File: config.mk
export PLATFORM = sky130hd
export DESIGN_NAME = fwd_hazard_ctrl
export DESIGN_NICKNAME = d
export VERILOG_FILES = /design/src/rtl/fwd_hazard_ctrl.sv
export SDC_FILE = /design/constraint.sdc
export NUM_CORES = 1
export LEC_CHECK = 0
export CAP_MARGIN = 15
export CORE_MARGIN = 3
export CORE_UTILIZATION = 35
export DETAILED_ROUTE_END_ITERATION = 10
export DONT_BUFFER_PORTS = 1
export GPL_ROUTABILITY_DRIVEN = 0
export HOLD_SLACK_MARGIN = 0.03
export PLACE_DENSITY_LB_ADDON = 0.08
export SLEW_MARGIN = 20
export SYNTH_ARGS = -nofsm -noshare
export SYNTH_HDL_FRONTEND = slang
export SYNTH_SLANG_ARGS = --single-unit
export TNS_END_PERCENT = 100
File: constraint.sdc
create_clock -name clk -period 4.34 [get_ports clk]
set_input_delay 0.217 -clock clk [delete_from_list [all_inputs] [get_ports clk]]
set_output_delay 0.217 -clock clk [all_outputs]
set_load 0.005 [all_outputs]
File: src/rtl/fwd_hazard_ctrl.sv
// fwd_hazard_ctrl: operand-forwarding and hazard control for a 5-stage pipeline.
//
// Holds a shadow copy of the destination-register info for the EX, MEM and WB stages.
// From that copy it drives:
//   - the EX-stage 3:1 forwarding-mux selects, and
//   - the fetch/decode stall and flush controls.
//
// Ports:
//   clk, rst_n                 core clock (rising edge), async active-low reset
//   rs1_d, rs2_d, rd_d         decode-stage register indices
//   reg_write_d, is_load_d     decode-stage write-enable and load flags
//   pc_src_e                   branch/jump taken, resolved in EX
//   forward_a_e, forward_b_e   mux selects: 00 regfile, 01 WB result, 10 MEM ALU result
//   stall_f, stall_d           hold PC / hold IF/ID (load-use hazard)
//   flush_d, flush_e           clear IF/ID / insert bubble into ID/EX
//   stall_cnt, flush_cnt       performance counters
//
// Optional feature (macro FWD_HAZARD_STALL_CNT_EN):
//   - Defined: builds saturating stall and flush cycle counters.
//   - Undefined: no counter flops are built, and both count outputs read 0.
module fwd_hazard_ctrl #(
   parameter int unsigned REG_ADDR_W = 5,
   parameter int unsigned CNT_W      = 32
) (
   input  logic                  clk,
   input  logic                  rst_n,
   input  logic [REG_ADDR_W-1:0] rs1_d,
   input  logic [REG_ADDR_W-1:0] rs2_d,
   input  logic [REG_ADDR_W-1:0] rd_d,
   input  logic                  reg_write_d,
   input  logic                  is_load_d,
   input  logic                  pc_src_e,
   output logic [1:0]            forward_a_e,
   output logic [1:0]            forward_b_e,
   output logic                  stall_f,
   output logic                  stall_d,
   output logic                  flush_d,
   output logic                  flush_e,
   output logic [CNT_W-1:0]      stall_cnt,
   output logic [CNT_W-1:0]      flush_cnt
);

   logic [REG_ADDR_W-1:0] rs1_e_q, rs2_e_q, rd_e_q, rd_m_q, rd_w_q;
   logic                  rw_e_q, ld_e_q, rw_m_q, rw_w_q;
   logic                  lw_stall;

   // MEM beats WB when both hold the register.
   // x0 is hard-wired, so it never forwards.
   function automatic logic [1:0] fwd_sel(input logic [REG_ADDR_W-1:0] rs,
                                          input logic [REG_ADDR_W-1:0] rd_m,
                                          input logic                  rw_m,
                                          input logic [REG_ADDR_W-1:0] rd_w,
                                          input logic                  rw_w);
      logic [1:0] sel;
      sel = 2'b00;
      if (rw_m && (rd_m != '0) && (rd_m == rs)) begin
         sel = 2'b10;
      end else if (rw_w && (rd_w != '0) && (rd_w == rs)) begin
         sel = 2'b01;
      end
      return sel;
   endfunction

   always_comb begin
      forward_a_e = fwd_sel(rs1_e_q, rd_m_q, rw_m_q, rd_w_q, rw_w_q);
      forward_b_e = fwd_sel(rs2_e_q, rd_m_q, rw_m_q, rd_w_q, rw_w_q);
   end

   // A load in EX whose result the decode instruction needs must wait one cycle.
   // The bubble inserted behind it clears ld_e, so the stall self-terminates.
   always_comb begin
      lw_stall = ld_e_q & rw_e_q & (rd_e_q != '0) &
                 ((rd_e_q == rs1_d) | (rd_e_q == rs2_d));
      stall_f  = lw_stall;
      stall_d  = lw_stall;
      flush_d  = pc_src_e;
      flush_e  = lw_stall | pc_src_e;
   end

   always_ff @(posedge clk or negedge rst_n) begin
      if (!rst_n) begin
         rs1_e_q <= '0;
         rs2_e_q <= '0;
         rd_e_q  <= '0;
         rw_e_q  <= 1'b0;
         ld_e_q  <= 1'b0;
         rd_m_q  <= '0;
         rw_m_q  <= 1'b0;
         rd_w_q  <= '0;
         rw_w_q  <= 1'b0;
      end else begin
         if (flush_e) begin
            rs1_e_q <= '0;
            rs2_e_q <= '0;
            rd_e_q  <= '0;
            rw_e_q  <= 1'b0;
            ld_e_q  <= 1'b0;
         end else begin
            rs1_e_q <= rs1_d;
            rs2_e_q <= rs2_d;
            rd_e_q  <= rd_d;
            rw_e_q  <= reg_write_d;
            ld_e_q  <= is_load_d;
         end
         rd_m_q <= rd_e_q;
         rw_m_q <= rw_e_q;
         rd_w_q <= rd_m_q;
         rw_w_q <= rw_m_q;
      end
   end

`ifdef FWD_HAZARD_STALL_CNT_EN
   logic [CNT_W-1:0] stall_cnt_q, flush_cnt_q;

   always_ff @(posedge clk or negedge rst_n) begin
      if (!rst_n) begin
         stall_cnt_q <= '0;
         flush_cnt_q <= '0;
      end else begin
         if (stall_d && (stall_cnt_q != '1)) begin
            stall_cnt_q <= stall_cnt_q + CNT_W'(1);
         end
         if (flush_d && (flush_cnt_q != '1)) begin
            flush_cnt_q <= flush_cnt_q + CNT_W'(1);
         end
      end
   end

   assign stall_cnt = stall_cnt_q;
   assign flush_cnt = flush_cnt_q;
`else
   assign stall_cnt = '0;
   assign flush_cnt = '0;
`endif

endmodule
==> After elaboration in Yosys (flattened, before gate mapping) <==
Cells that the tools add are included.
{ "word_totals": {"ff_bits": 29, "input_bits": 20, "out_inout_bits": 72} }
{ "op_classes": {"n_eq_ne": 6, "n_mux": 9, "reduce_logical": 9, "n_bitwise": 5} }
{ "ops": {"columns": ["operator", "n"], "rows": [
  ["$eq 5x5->1", 6],
  ["$mux 5", 3],
  ["$reduce_bool 5->1", 3],
  ["$logic_and 1x1->1", 6],
  ["$mux 1", 4],
  ["$mux 2", 2],
  ["$and 1x1->1", 3],
  ["$or 1x1->1", 2]
]} }

==> Longest topological paths before layout <==
Gate-level depths: netlist of run 1.
{ "logic_depth": {"word_depth": 5, "ltp_mapped": 5} }

==> Least setup slack after synthesis of run 1 <==
Ideal clock, no wire load.
{ "synth_timing": {"path_type": "register to output", "from": "register rd_e_q[2]", "to": "output stall_f", "path_buffers": 2, "required_time_ns": 4.123, "path_slack_ns": 2.609, "t_arrival_ns": 1.514, "stages_incl_launch_ff": 6, "cell_sequence": "dfrtp_1 -> or3_1 -> o311a_1 -> buf_6 -> and2_2 -> buf_4"} }
{ "synth_between": {"elab_chain_cells": 3} }
{ "synth_rtl": {"columns": ["element", "line_no", "source"], "rows": [
  ["start: declaration", "43", "logic [REG_ADDR_W-1:0] rs1_e_q, rs2_e_q, rd_e_q, rd_m_q, rd_w_q;"],
  ["start signal: assignment", "101", "rd_e_q <= rd_d;"],
  ["$eq 5x5->1 / $reduce_bool 5->1 (equally long branches)", "73, 72", null],
  ["$or 1x1->1 / $and 1x1->1 (equally long branches)", "73, 72", null],
  ["$and 1x1->1 (*)", "72", "lw_stall = ld_e_q & rw_e_q & (rd_e_q != '0) &"],
  ["end: declaration", "35", "output logic stall_f,"]
]} }
Every way passes the cells marked *; elsewhere a longest branch is shown, timed or not.

==> Final worst setup path of run 1 <==
{ "layout_timing": {"from": "register rd_e_q[0]", "to": "output stall_d"} }
{ "layout_between": {"elab_chain_cells": 3} }
{ "layout_rtl": {"columns": ["element", "line_no", "source"], "rows": [
  ["$eq 5x5->1 / $reduce_bool 5->1 (equally long branches)", "73, 72", null],
  ["$or 1x1->1 / $and 1x1->1 (equally long branches)", "73, 72", null],
  ["$and 1x1->1 (*)", "72", null],
  ["end: declaration", "36", "output logic stall_d,"]
]} }
Marked as above.

==> results.toml, run 1 <==
[routing]
drt_first_pass_iters = 4
drcViolationCount = 0
drtAntennaViolNets = 0
via_per_inst = 3.90
detail_route.wl_per_cell_um = 13.0
vias = 1006
drtIter0Drc = 28
routed_wl_um = 3370

[timing]
max_slew.worst_pin.slew_ns = 1.00
skew_ns = 0.00431
slew_viol_final = 0
fmax_ghz = 0.421
period_minus_slack_ns = 2.37
rsz0062_at_grt = "no"
hold_viol_final = 0
setup_tns_ns = 0
post-route-period-util_pct = 54.7
setup_viol = 0
relSlewSlack_pct = 33.2
layout_setup_ws_ns = 1.97

[global_routing]
track_usage_pct = 11.3
grt_pass1_wl_um = 5340
grt_pass1_vias = 1055
overflow = 0
grt_max_degree = 30
antenna_found_initial = 0

[cts]
clk_latency_ns = 0.28
clock-sinks = 29
postCtsSetupRepairBufs = 0
cts_inserted_buffers = 5
cts_hold_buf = 2
path_clk_slew_ns = 0.06
cts_tree = "yes"
cts_resized = 0
cts-root-buf = "clkbuf_8"
htree_levels = 2
cts_buffer_depth = 2

[floorplan]
die_x_um = 79.9
ios = 92
die_y_um = 79.9
start_util_pct = 36.7
rows = 26
die_area_mm2 = 0.00638
core_mm2 = 0.00520

[finish]
diodes = 0
final_net_count = 207
final.fill_count = 553
drive_gt1_share_pct = 12.8
multiInputGateArea_um2 = 886
sequential_cell_area_um2 = 726
synthToLayoutAreaGrowth_pct = -5.17

[logic_synthesis]
synth_area_leader_cell = "dfrtp_1"
synth-edff-count = 0
synth-seq-cells = 29
syn_inst = 185
synth.avg_cell_area_um2 = 10.3
ys_top_cells_by_area = "dfrtp_1, buf_4, xnor2_1"
syn_area_mm2 = 0.00191
synth_cell_types = 24
ys.flop_type = "dfrtp_1"
synth.most_common_cell = "buf_4"
ys_top_cells_by_count = "buf_4, dfrtp_1, nand2b_1, xnor2_1, xor2_1"
ys_warn_count = 0
ys_seq_area_share_pct = 38.0
synthArstFlopShare_pct = 100
synth_top_area_share_pct = 38.0

[hold_path]
hp-class = "primary input to flip-flop"
holdPathEnd = "rd_e_q[4]"
holdCritStartpoint = "rd_d[4]"
worstHoldPathCells = 2

[worst_setup_path]
crit_arrival_ns = 2.16
cp_cell_sequence = "xnor2_1, nand3_1, o22ai_2, and2_2"
crit_slowest_cell = "o22ai_2"
cp-start-kind = "flip-flop"
end_kind = "output pin"
rr_startpoint = "rd_e_q[0]"
cp_max_fo = 19
worst_path_largest_cell_delay_ns = 0.82
ff2ff_path_depth = 4
cpLargestDelayFamily = "compound AO/OA/AOI/OAI gates"
ff2ff_setup_slack_ns = 2.45
rr_endpoint = "rs2_e_q[4]"
critical_path_buf_inv_count = 0
cp.depth = 4
crit_required_ns = 4.12
path_class = "flip-flop to output pin"

[pwr]
p_per_area_mw_per_mm2 = 324
ir_drop_mv = 0.132
leakage_nw = 0.873
power_mw = 0.587

[place]
port_buffers = 0
post-place-ws_ns = 2.24
hpwl_um = 2670

[job]
maxCapViolCount = 0

[run_status]
status = "finished clean"
[per-layer routing]
layer	vias up	routed length (um)	GRT usage, %
met3	2	364	5.87
li1	472	-	-
met4	0	13	4.05
met5	-	0	0
met1	473	1270	12.2
met2	59	1720	18.7
[cell type report]
cell class	instances	share of cell area [%]
Multi-Input combinational cell	149	48.9
Sequential cell	29	40.1
Tap cell	70	4.83
Clock buffer	6	4.01
Timing Repair Buffer	2	1.66
Clock inverter	2	0.552
[report_power, final]
group,internal (mW),leakage [nW],switching [mW]
clock,0.111,0.0450,0.103
combinational,0.0301,0.454,0.0428
sequential,0.284,0.374,0.0158
[worst max-delay path by stage]
| stage | slack [ns] | from | end |
|---|---|---|---|
| after detailed placement | 2.24 | rd_e_q[0] | stall_d |
| after global routing | 1.74 | rd_e_q[0] | stall_d |
| after CTS | 1.94 | rd_e_q[0] | stall_d |
| after floorplan | 2.61 | rd_e_q[2] | stall_f |
| after global placement | 2.31 | rd_e_q[4] | stall_d |
| final | 1.97 | rd_e_q[0] | stall_d |
[cells by family after synthesis]
group | count (synthesis) | share of synthesized area, %
AOI/OAI and AO/OA | 22 | 8.77
xor gates and xnor gates | 30 | 13.8
buffers and inverters | 70 | 28.0
DFF | 29 | 38.0
other | 1 | 0.196
and+or+nand+nor | 33 | 11.3
[stage by stage]
step,hold WS (ns),instances,cell area (um2),utilization [%]
CTS,0.0442,258,1810,34.8
finish,0.0524,258,1810,34.8
detailed placement,-0.0777,248,1700,32.6
global route,0.0498,258,1810,34.8
floorplan,-0.0786,248,2150,-
global placement,-0.0776,248,1700,32.6
[state kept, by name (all words and copies together) (netlist names)]
name / cells
rd_e_q: 5
rd_m_q: 5
rd_w_q: 5
rs1_e_q: 5
rs2_e_q: 5
ld_e_q: 1
rw_e_q: 1
rw_m_q: 1
rw_w_q: 1
[placed cells by master (no fill, tap or decap), drive strengths merged, types with 2 or more instances in the layout]
cell type  instances
conb              64
dfrtp             29
nand2b            17
a21oi             17
xnor2             16
xor2              14
clkbuf             6
nand3              4
or4                4
nor4               4
nand2              2
clkinv             2
o21ai              2
(Power assumes the default switching activity.)
==> inputs of run 2 (changes only) <==
==> constraint.sdc (replaced) <==
create_clock -name clk -period 2.22 [get_ports clk]
set_input_delay 0.111 -clock clk [delete_from_list [all_inputs] [get_ports clk]]
set_output_delay 0.111 -clock clk [all_outputs]
set_load 0.005 [all_outputs]
==> run 2 against run 1 <==
  * Combinational power rose to 2.7 times the previous value
  * Die area did not move
  * Critical path depth is 1 lower
  * Largest cell class unchanged
  * Highest routed layer unchanged
  * Via count is 17% higher
  * Core utilization is 7.0 points higher
  * Hold slack better by 0.17 ns
  * Worst setup slack got worse by 1.8 ns
  * Clock power increased by 94%
  * Register-to-register slack got worse by 2.1 ns
  * Non-clock buffer count grew 37
  * Critical endpoint unchanged
==> results.toml, run 2 (synthesized netlist as in run 1, its figures left out) <==
[cts]
cts-root-buf = "clkbuf_8"
path_clk_slew_ns = 0.06
htree_levels = 2
cts_resized = 0
cts_tree = "yes"
clk_latency_ns = 0.28
clock-sinks = 29
cts_buffer_depth = 2
cts_hold_buf = 36
cts_inserted_buffers = 5
postCtsSetupRepairBufs = 0

[worst_setup_path]
cp-start-kind = "flip-flop"
ff2ff_path_depth = 4
cp_max_fo = 14
crit_arrival_ns = 1.96
cp_cell_sequence = "or3_1, o311a_1, and2_2"
end_kind = "output pin"
rr_endpoint = "rs1_e_q[4]"
path_class = "flip-flop to output pin"
cp.depth = 3
crit_slowest_cell = "o311a_1"
worstSetupEndpoint = "stall_d"
cpLargestDelayFamily = "simple AND/OR/NAND/NOR gates"
rr_startpoint = "rd_e_q[2]"
critical_path_buf_inv_count = 0
startpoint = "rd_e_q[2]"
ff2ff_setup_slack_ns = 0.34
crit_required_ns = 2.11
worst_path_largest_cell_delay_ns = 0.53

[floorplan]
die_area_mm2 = 0.00638
die_y_um = 79.9
die_x_um = 79.9
start_util_pct = 36.7
rows = 26
core_mm2 = 0.00520
ios = 92

[routing]
routed_wl_um = 3670
drtIter0Drc = 20
drcViolationCount = 0
via_per_inst = 3.98
vias = 1175
detail_route.wl_per_cell_um = 12.4
drtAntennaViolNets = 0
drt_first_pass_iters = 4

[pwr]
clkPwrFrac_pct = 34.6
combPwrFrac_pct = 16.3
seq_power_share_pct = 49.1
leakage_nw = 1.01
ir_drop_mv = 0.289
switching_share_pct = 26.8
p_per_area_mw_per_mm2 = 549
switching_power_mw = 0.321
p_int_mw = 0.874

[timing]
max_slew.worst_pin.slew_ns = 0.660
setup_viol = 0
hold_viol_final = 0
layout_setup_ws_ns = 0.148
relSlewSlack_pct = 56.0
period_minus_slack_ns = 2.07
skew_ns = 0.00145
fmax_ghz = 0.483
slew_viol_final = 0
rsz0062_at_grt = "no"
post-route-period-util_pct = 93.3
setup_tns_ns = 0

[finish]
diodes = 0
layout_commonest_cell = "conb_1"
synthToLayoutAreaGrowth_pct = 13.8
final.fill_count = 541
final_net_count = 244
design_area_mm2 = 0.00217
layout_common_cells = "conb_1, dlygate4sd3_1, dfrtp_1, nand2b_1, xnor2_1"
final_cells = 295
drive_gt1_share_pct = 12.0

[job]
maxCapViolCount = 0

[global_routing]
overflow = 0
grt_max_degree = 30
antenna_found_initial = 0
grt_pass1_wl_um = 6020
grt_pass1_vias = 1220
track_usage_pct = 12.5

[hold_path]
hp-class = "primary input to output pin"

[place]
dp.cells = 251
dpl-instance-area_mm2 = 0.00172
hpwl_um = 2760
post-place-ws_ns = 0.373
port_buffers = 0

[run_status]
status = "finished clean"
-- run 2: power groups by stage --
stage | Clock, mW | Combinational [mW] | Sequential (mW)
2_1_floorplan | 0 | 0.200 | 0.588
3_3_place_gp | 0 | 0.129 | 0.598
3_5_place_dp | 0 | 0.130 | 0.598
4_1_cts | 0.426 | 0.194 | 0.588
5_1_grt | 0.465 | 0.221 | 0.591
6_report | 0.413 | 0.195 | 0.587
-- run 2: through the flow --
step                util, %  hold WS [ns]  power (mW)
finish                 41.8         0.222        1.19
global route           41.8         0.222        1.28
CTS                    41.8         0.223        1.21
detailed placement     33.1        -0.184       0.728
global placement       33.1        -0.184       0.727
floorplan                 -        -0.185       0.788
-- run 2: worst min path at each step --
| stage | cells past startpoint | to | startpoint | slack [ns] |
|---|---|---|---|---|
| 6_report | 0 | flush_d | pc_src_e | 0.22 |
| 5_1_grt | 0 | flush_d | pc_src_e | 0.22 |
| 4_1_cts | 0 | flush_d | pc_src_e | 0.22 |
| 3_5_place_dp | 0 | rd_w_q[1] | rst_n | -0.18 |
| 3_3_place_gp | 0 | rd_w_q[1] | rst_n | -0.18 |
| 2_1_floorplan | 0 | ld_e_q | rst_n | -0.18 |
-- run 2: area by class of cell --
class                      instances  area [um2]  share of cell area [%]
multi-input combinational        149         886                    40.7
sequential                        29         726                    33.4
timing repair buffer              39         393                    18.1
tap                               70        87.6                    4.03
clock buffer                       6        72.6                    3.34
clock inverter                     2        10.0                   0.460
-- run 2: routing by layer --
metal	share of wire [%]	global-route usage, %
met4	0.35	3.55
met2	55	22.1
met1	35	13.4
met3	9.1	5.30
met5	0	0
